--- src/rtl/ex_div_unit_pkg.sv ---
// ex_div_unit_pkg
//   Shared definitions for the EX-stage divider: FSM state encodings, result
//   width and zero constants used when clearing the result path.
package ex_div_unit_pkg;

  localparam int DIV_DATA_W   = 32;
  localparam int DIV_RESULT_W = 2 * DIV_DATA_W;

  localparam logic [DIV_DATA_W-1:0]   ZEROWORD   = '0;
  localparam logic [DIV_RESULT_W-1:0] ZERO_DWORD = '0;

  typedef enum logic [1:0] {
    DIV_FREE   = 2'b00,
    DIV_BYZERO = 2'b01,
    DIV_ON     = 2'b10,
    DIV_END    = 2'b11
  } div_state_e;

endpackage

--- src/rtl/ex_div_unit_div_step.sv ---
// ex_div_unit_div_step
//   One restoring-division step, purely combinational. Shifts the next dividend
//   bit into the partial remainder and subtracts the divisor; the sign of the
//   trial decides the quotient bit and whether the subtraction is kept.
// Ports
//   partial_rem   in   DATA_W  remainder so far (always < divisor)
//   dividend_bit  in   1       next dividend bit, MSB first
//   divisor       in   DATA_W  magnitude of divisor
//   next_rem      out  DATA_W  remainder after this step
//   q_bit         out  1       quotient bit produced by this step
module ex_div_unit_div_step #(
  parameter int DATA_W = 32
) (
  input  logic [DATA_W-1:0] partial_rem,
  input  logic              dividend_bit,
  input  logic [DATA_W-1:0] divisor,
  output logic [DATA_W-1:0] next_rem,
  output logic              q_bit
);

  logic [DATA_W:0] shifted;
  logic [DATA_W:0] trial;

  // partial_rem < divisor keeps shifted < 2*divisor, so a non-negative trial
  // never sets the top bit and the top bit alone is a reliable sign.
  assign shifted  = {partial_rem, dividend_bit};
  assign trial    = shifted - {1'b0, divisor};
  assign q_bit    = ~trial[DATA_W];
  assign next_rem = q_bit ? trial[DATA_W-1:0] : shifted[DATA_W-1:0];

endmodule

--- src/rtl/ex_div_unit.sv ---
// ex_div_unit
//   Multi-cycle DIV/DIVU unit for the EX stage: restoring divider producing one
//   quotient bit per cycle on operand magnitudes, with sign fix-up at the end.
//   EX holds start_i until ready_o, stalls on busy_o, and may abort with annul_i.
// Ports
//   clk           in   1         rising-edge clock
//   rst           in   1         synchronous, active-high reset
//   start_i       in   1         division request, held until ready_o
//   annul_i       in   1         abort in-flight division (flush/exception)
//   signed_div_i  in   1         1 = DIV, 0 = DIVU
//   opdata1_i     in   DATA_W    dividend, sampled on accepted start
//   opdata2_i     in   DATA_W    divisor, sampled on accepted start
//   result_o      out  2*DATA_W  {remainder, quotient}
//   ready_o       out  1         result_o valid
//   busy_o        out  1         division in progress
//
// state       | meaning
// DIV_FREE    | idle, waiting for start_i
// DIV_BYZERO  | divisor was zero, result forced to 0
// DIV_ON      | iterating, one quotient bit per cycle
// DIV_END     | result available, waiting for start_i to drop
import ex_div_unit_pkg::*;

module ex_div_unit #(
  parameter int DATA_W = DIV_DATA_W,
  parameter int CNT_W  = 6
) (
  input  logic                  clk,
  input  logic                  rst,
  input  logic                  start_i,
  input  logic                  annul_i,
  input  logic                  signed_div_i,
  input  logic [DATA_W-1:0]     opdata1_i,
  input  logic [DATA_W-1:0]     opdata2_i,
  output logic [2*DATA_W-1:0]   result_o,
  output logic                  ready_o,
  output logic                  busy_o
);

  localparam logic [CNT_W-1:0] LAST_STEP = CNT_W'(DATA_W - 1);

  div_state_e state;
  div_state_e state_d;

  logic [CNT_W-1:0]  cnt;
  logic [DATA_W-1:0] dvd;
  logic [DATA_W-1:0] dvs;
  logic [DATA_W-1:0] rem;
  logic [DATA_W-1:0] quo;
  logic [DATA_W-1:0] q_res;
  logic [DATA_W-1:0] r_res;
  logic              neg_q;
  logic              neg_r;

  logic [DATA_W-1:0] op1_abs;
  logic [DATA_W-1:0] op2_abs;
  logic [DATA_W-1:0] step_rem;
  logic              step_q;
  logic [DATA_W-1:0] q_final;

  assign op1_abs = (signed_div_i && opdata1_i[DATA_W-1]) ? -opdata1_i : opdata1_i;
  assign op2_abs = (signed_div_i && opdata2_i[DATA_W-1]) ? -opdata2_i : opdata2_i;

  ex_div_unit_div_step #(
    .DATA_W (DATA_W)
  ) u_div_step (
    .partial_rem  (rem),
    .dividend_bit (dvd[DATA_W-1]),
    .divisor      (dvs),
    .next_rem     (step_rem),
    .q_bit        (step_q)
  );

  assign q_final = {quo[DATA_W-2:0], step_q};

  always_ff @(posedge clk) begin
    if (rst) begin
      state <= DIV_FREE;
    end else begin
      state <= state_d;
    end
  end

  always_comb begin
    state_d = state;
    case (state)
      DIV_FREE: begin
        if (start_i && !annul_i) begin
          state_d = (opdata2_i == '0) ? DIV_BYZERO : DIV_ON;
        end
      end
      DIV_BYZERO: begin
        state_d = annul_i ? DIV_FREE : DIV_END;
      end
      DIV_ON: begin
        if (annul_i) begin
          state_d = DIV_FREE;
        end else if (cnt == LAST_STEP) begin
          state_d = DIV_END;
        end
      end
      DIV_END: begin
        if (!start_i) begin
          state_d = DIV_FREE;
        end
      end
      default: state_d = DIV_FREE;
    endcase
  end

  always_ff @(posedge clk) begin
    if (rst) begin
      cnt      <= '0;
      dvd      <= '0;
      dvs      <= '0;
      rem      <= '0;
      quo      <= '0;
      q_res    <= '0;
      r_res    <= '0;
      neg_q    <= 1'b0;
      neg_r    <= 1'b0;
      result_o <= ZERO_DWORD[2*DATA_W-1:0];
      ready_o  <= 1'b0;
      busy_o   <= 1'b0;
    end else begin
      // busy stays up through the cycle that enters END so the stall covers
      // every cycle until ready_o is visible.
      busy_o   <= (state_d == DIV_ON) || (state_d == DIV_BYZERO) ||
                  ((state_d == DIV_END) && (state != DIV_END));
      ready_o  <= 1'b0;
      result_o <= ZERO_DWORD[2*DATA_W-1:0];

      case (state)
        DIV_FREE: begin
          if (start_i && !annul_i) begin
            dvd   <= op1_abs;
            dvs   <= op2_abs;
            neg_q <= signed_div_i && (opdata1_i[DATA_W-1] ^ opdata2_i[DATA_W-1]);
            neg_r <= signed_div_i && opdata1_i[DATA_W-1];
            cnt   <= '0;
            rem   <= '0;
            quo   <= '0;
          end
        end
        DIV_BYZERO: begin
          q_res <= ZEROWORD[DATA_W-1:0];
          r_res <= ZEROWORD[DATA_W-1:0];
        end
        DIV_ON: begin
          if (!annul_i) begin
            rem <= step_rem;
            quo <= q_final;
            dvd <= {dvd[DATA_W-2:0], 1'b0};
            cnt <= cnt + CNT_W'(1);
            if (cnt == LAST_STEP) begin
              q_res <= neg_q ? -q_final : q_final;
              r_res <= neg_r ? -step_rem : step_rem;
            end
          end
        end
        DIV_END: begin
          if (start_i) begin
            ready_o  <= 1'b1;
            result_o <= {r_res, q_res};
          end
        end
        default: ;
      endcase
    end
  end

endmodule

--- config.mk ---
export PLATFORM = sky130hd
export DESIGN_NAME = ex_div_unit
export DESIGN_NICKNAME = d
export VERILOG_FILES = /design/src/rtl/ex_div_unit_pkg.sv /design/src/rtl/ex_div_unit_div_step.sv /design/src/rtl/ex_div_unit.sv
export SDC_FILE = /design/constraint.sdc
export NUM_CORES = 1
export LEC_CHECK = 0
export ABC_AREA = 1
export BUFFER_PORTS_ARGS = -buffer_cell sky130_fd_sc_hd__clkbuf_2
export CAP_MARGIN = 20
export CORE_UTILIZATION = 55
export CTS_CLUSTER_DIAMETER = 60
export DETAILED_ROUTE_END_ITERATION = 10
export GPL_ROUTABILITY_DRIVEN = 0
export GPL_TIMING_DRIVEN = 1
export PLACE_DENSITY = 0.72
export SYNTH_ARGS = -nofsm -noshare
export SYNTH_HDL_FRONTEND = slang
export SYNTH_HIERARCHICAL = 1
export SYNTH_SLANG_ARGS = --single-unit
--- constraint.sdc ---
create_clock -name clk -period 4.3 [get_ports clk]
set_input_delay 0.645 -clock clk [delete_from_list [all_inputs] [get_ports clk]]
set_output_delay 0.645 -clock clk [all_outputs]
set_load 0.02 [all_outputs]
==> metrics, run 1 <==
PostCTS Resize Cnt=0; Setup crit start kind=flop; Max IR drop VDD=between 300 and 400 uV; # setup viols final=0; Worst EP required=approximately 4800 ps; CP max stage cell=fa_1; CTS Hold Bufs=0; max-cap viol count=0; CTS sink cnt=between 200 and 300; largest area contributor in the netlist=dfxtp_1; Total GRT Usage=about 29%; die area=29600 um2; Final Core Density=~63%; Starting Density=56.6%; initial drt markers=1468; Core Footprint=about 28000 um2; Period minus WS final=around 3800 ps; endpoint class of the critical path=flop; CTS tree=done; Clk pin slew, worst setup/hold paths=60 ps; Clk Latency, worst-skew pair=570 ps; YS warnings=6; relative slew slack=about a third; largest net degree at the start of global routing=76; WP data arrival=~4300 ps; RSZ-0062 raised after global routing=false; outcome=finished, final reports clean; row count=61; R2R Setup Slk=around 500 ps; layout cells sized above 1=between 8 and 9%; P per Cell Area=around 340 nW/um2; area delta synth->final=11.4%; CTS root buf=clkbuf_16; clk_skew=about 13 ps; WL/cell=approximately 14 um; Cell variety after synth=between 40 and 50; Die Wd=roughly 170 um; Synth Flop Type=dfxtp_1; post-synthesis sequential area ratio=around 34%; Final Hold Fails=0; vias in the first global route=between 10k and 15k; crit-path max FO=35; crit path kind=reg2reg; slew at the pin with the worst max-slew slack=just over 1000 ps; synthesized cell area=15900 um2; asr flop ratio synth=0%; Vias/cell=about 5.3; total wire length=between 40000 and 50000 um; # IOs=around 140; Routed Antenna Nets=0; fillers=between 2k and 3k; worst-case clock buffer depth=3; top-count cell post-synth=nand2_1; Leak=between 8 and 9 nW; crit share post-route=88.4%; ranking of synthesized cells by area=dfxtp_1 (34%), nand2_1 (18%), inv_1 (8.7%); ANT cells=0; die height=about 170 um; Post-Syn Instances=roughly 2.6k; Synth top area share=33.6%; final net count=2783; Avg Inst Size Synth=slightly above 6 um2; router iterations before antenna repair=5; hpwl dp=roughly 31000 um; min-delay worst type=in2reg; post-CTS setup buffer count=0; DR vias=16.3k; slowest stage delay, CP=420 ps; global route total overflow=0; fmax=around 0.26 GHz; Commonest cells post-synth=nand2_1 (773), inv_1 (368), nor2_1 (274); number of CTS-inserted buffers=30; CP dominant cell by count=nand2_1; synthesized net count=approximately 2.7k; initial antenna violation count=0; setup tns final=0 ps; Max Slew Vio Count=0; first-pass GRT wire length=69800 um; Post-synth EDFFs=0; H-tree Lvls=1; number of port buffers=approximately 130; synthesized flop and latch total=between 200 and 300; drt drc=0
[per-stage QoR]
step | cells | cell area, um2 | hold slack (ps) | setup WS, ps | total power [mW]
finish | 3075 | 17700 | 348 | 498 | 6.05
global route | 3075 | 17700 | 345 | 147 | 6.31
CTS | 3075 | 17700 | 318 | 509 | 6.07
detailed placement | 3021 | 16700 | 415 | 558 | 3.46
global placement | 3021 | 16700 | 415 | 721 | 3.45
floorplan | 2590 | 15900 | 405 | 1090 | 3.23
[kinds of logic (layout without fill, tap and decap cells)]
group           after synthesis  in the layout  synth area share [%]
fa+ha+maj                    39             39                  3.12
buf+inv                     471            578                  11.8
xor+xnor                     36             36                  1.98
flops                       267            267                  33.6
compound gates              417            417                  13.7
simple gates               1360           1360                  35.7
[cells in the final DEF, fill, tap and decap left out, types with 2 or more instances in the layout]
master      instances
clkbuf_16          30
inv_1             368
o211ai_1            5
a31oi_1             4
inv_2              10
a211oi_1            5
nand3b_1           14
a21o_1              4
a21oi_1           254
nand2_1           773
clkinvlp_4          3
xor2_1             28
clkbuf_2          133
nor2_8              2
inv_6               2
nor3_1             17
clkbuf_8            4
nand4_1            39
o21bai_1            7
nor2_1            274
bufinv_16           3
buf_4              12
nand2_2            10
o221ai_1            2
a21oi_2             2
clkbuf_1            2
ha_1               38
clkinv_2            5
or2_2              11
and2_1              6
dfxtp_1           267
o21ai_0           127
xnor2_1             8
o21ai_2             3
nand3_1           203
nor2_2              2
clkinv_4            3
nand2_4             3
[metal layers]
| layer | track usage [%] | share of wire [%] |
|---|---|---|
| met5 | 0 | 0 |
| met3 | 2.82 | 7.7 |
| met4 | 7.39 | 2.0 |
| met1 | 42.3 | 48 |
| met2 | 44.9 | 43 |
[cell type report]
| type | count | area [um2] | share of cell area (%) |
|---|---|---|---|
| multi-input cells | 1852 | 8670 | 49.0 |
| clock inverters | 18 | 223 | 1.26 |
| flip-flops and latches | 267 | 5350 | 30.2 |
| inverters | 379 | 1420 | 8.04 |
| repair buffers | 145 | 756 | 4.27 |
| clock buffers | 36 | 813 | 4.59 |
| well taps | 378 | 473 | 2.67 |
[power breakdown]
group / internal [mW] / switching [mW] / leakage [nW]
registers: 2.53 / 0.0309 / 2.16
clock network: 1.55 / 1.08 / 0.502
logic: 0.264 / 0.603 / 5.82
[flip-flops by register name (all words and copies together), names as in the netlist]
signal    flops
neg_q         1
cnt           6
dvs          32
quo          31
dvd          32
ready_o       1
busy_o        1
neg_r         1
rem          32
result_o     64
q_res        32
state         2
r_res        32
[critical path: cells and delay by family (launching register included)]
kind	cells	cell delay (ps)
simple gates	18	2110
fa+ha+maj	3	890
flops	1	360
buf+inv	3	260
compound gates	1	120
[worst paths after layout]
check	endpoint	from	cells past startpoint
max	r_res[30]	dvd[31]	25
min reg2reg	result_o[9]	q_res[9]	2
max reg2reg	r_res[30]	dvd[31]	25
min	dvd[0]	opdata1_i[0]	3
(Power assumes the default switching activity.)
==> run 2, diff against run 1 <==
Settings changed: PLACE_DENSITY 0.72 to 0.74.
==> metrics, run 2 (synthesized netlist as in run 1, its figures left out) <==
relative slew slack=31.1% (-0.50 points); Total GRT Usage=28.5% (-0.34 points); Starting Density=56.6% (unchanged); Worst EP required=4790 ps (about the same); router iterations before antenna repair=6 (+1); Die Wd=172 um (unchanged); ANT cells=0 (unchanged); post-CTS setup buffer count=0 (unchanged); Clk Latency, worst-skew pair=570 ps (about the same); Leak=8.49 nW (about the same); clk_skew=20.7 ps (+7.58 ps); number of CTS-inserted buffers=30 (unchanged); H-tree Lvls=1 (unchanged); fmax=0.262 GHz (-0.53%); WL/cell=13.8 um (about the same); drt drc=0 (unchanged); CTS Hold Bufs=0 (unchanged); area delta synth->final=11.5%; CTS sink cnt=267 (unchanged); number of port buffers=134 (unchanged); final net count=2783 (unchanged); PostCTS Resize Cnt=0 (unchanged); initial drt markers=1662 (+13%); RSZ-0062 raised after global routing=false; Core Footprint=28100 um2 (unchanged); largest net degree at the start of global routing=77 (+1.3%); WP data arrival=4310 ps (+20 ps); outcome=finished, final reports clean; Final WS setup=478 ps (-20.2 ps); die height=172 um (unchanged); first-pass GRT wire length=69100 um (-1.0%); crit share post-route=88.9% (+0.47 points); crit path kind=reg2reg; min-delay worst type=in2reg; fillers=2756 (-2.4%); hpwl dp=31300 um (-0.38%); # IOs=135 (unchanged); max reg flops=64 (unchanged); Clk pin slew, worst setup/hold paths=60 ps (about the same); Routed Antenna Nets=0 (unchanged); endpoint class of the critical path=flop; Reg with most FFs=result_o; global route total overflow=0 (unchanged); P per Cell Area=340 nW/um2 (-0.60%); Max Slew Vio Count=0 (unchanged); # setup viols final=0 (unchanged); Max IR drop VDD=321 uV (-1.5%); CTS root buf=clkbuf_16; Final Hold Fails=0 (unchanged); row count=61 (unchanged); slew at the pin with the worst max-slew slack=1030 ps (+7.54 ps); setup tns final=0 ps (unchanged); worst-case clock buffer depth=3 (unchanged); initial antenna violation count=0 (unchanged); total wire length=42300 um (about the same); DR vias=16.4k (+0.63%); commonest non-fill, non-tap cells in the layout=nand2_1 (773), inv_1 (368), nor2_1 (274); crit-path max FO=35 (unchanged); commonest non-fill, non-tap cell in the layout=nand2_1; Period minus WS final=3820 ps (+20.2 ps); DP Worst Slack=547 ps (-10.2 ps); Setup crit start kind=flop; Vias/cell=5.33 (+0.63%); die area=29600 um2 (unchanged); CTS tree=done; max-cap viol count=0 (unchanged); R2R Setup Slk=480 ps (-20 ps); vias in the first global route=14.4k (+1.3%); layout cells sized above 1=8.82% (-0.11 points)
[run 2: cell types whose count changed in the layout (fill, tap and decap cells not counted), sizes merged]
cell / before / now
clkbuf: 169 / 174
clkinv: 10 / 6
bufinv: 3 / 2
clkinvlp: 3 / 2
inv: 381 / 382
[run 2: final cells by class]
class | count | area, um2 | share of cell area (%)
clock buffer | 41 | 852 | 4.81
clock inverter | 13 | 171 | 0.967
inverter | 379 | 1420 | 8.02
multi-input combinational | 1852 | 8670 | 48.9
sequential | 267 | 5350 | 30.2
tap | 378 | 473 | 2.67
timing repair buffer | 145 | 796 | 4.49
[run 2: where the power goes]
part,switching [mW],leakage (nW),internal [mW]
Clock,1.06,0.495,1.52
Sequential,0.0304,2.16,2.53
Combinational,0.607,5.83,0.268
[run 2: critical path: stages (launching register included)]
cell and delay, ps:
dfxtp_1 350, inv_1 50, ha_1 230, fa_1 400, inv_1 100, nand2_1 50
nand2_1 80, nand3_1 80, nand2_2 110, nand2_1 70, nand2_2 80, nand2_2 70
nand3_1 120, nand2_4 230, nand2_1 120, nand2_1 120, inv_1 110, ha_1 230
nand3_1 140, nand2_1 120, nand3_1 200, nor2_2 260, nand3_1 100, nand2_1 90
nand3_1 70, a21oi_1 160
[run 2: layer usage]
layer	wire length, um	global-route usage, %	vias to the layer above
li1	-	-	8353
met1	19700	40.3	7330
met2	18200	45.0	635
met3	3140	3.75	84
met4	1200	8.54	0
met5	0	0	-
[run 2: path summary, 6_finish.rpt]
| check | from | cells past startpoint | endpoint |
|---|---|---|---|
| worst min register to register | q_res[9] | 2 | result_o[9] |
| worst max register to register | dvd[31] | 25 | r_res[26] |
| worst min-delay path | opdata2_i[1] | 3 | dvs[1] |
| worst max-delay path | dvd[31] | 25 | r_res[26] |
[run 2: through the flow]
stage               std cells  hold WS (ps)  area (um2)  utilization, %  total power [mW]
finish                   3075           343       17700            63.1              6.02
floorplan                2590           405       15900               -              3.23
CTS                      3074           329       17700            63.0              6.04
detailed placement       3020           415       16700            59.4              3.46
global placement         3019           416       16600            59.3              3.44
global route             3075           358       17700            63.1              6.27
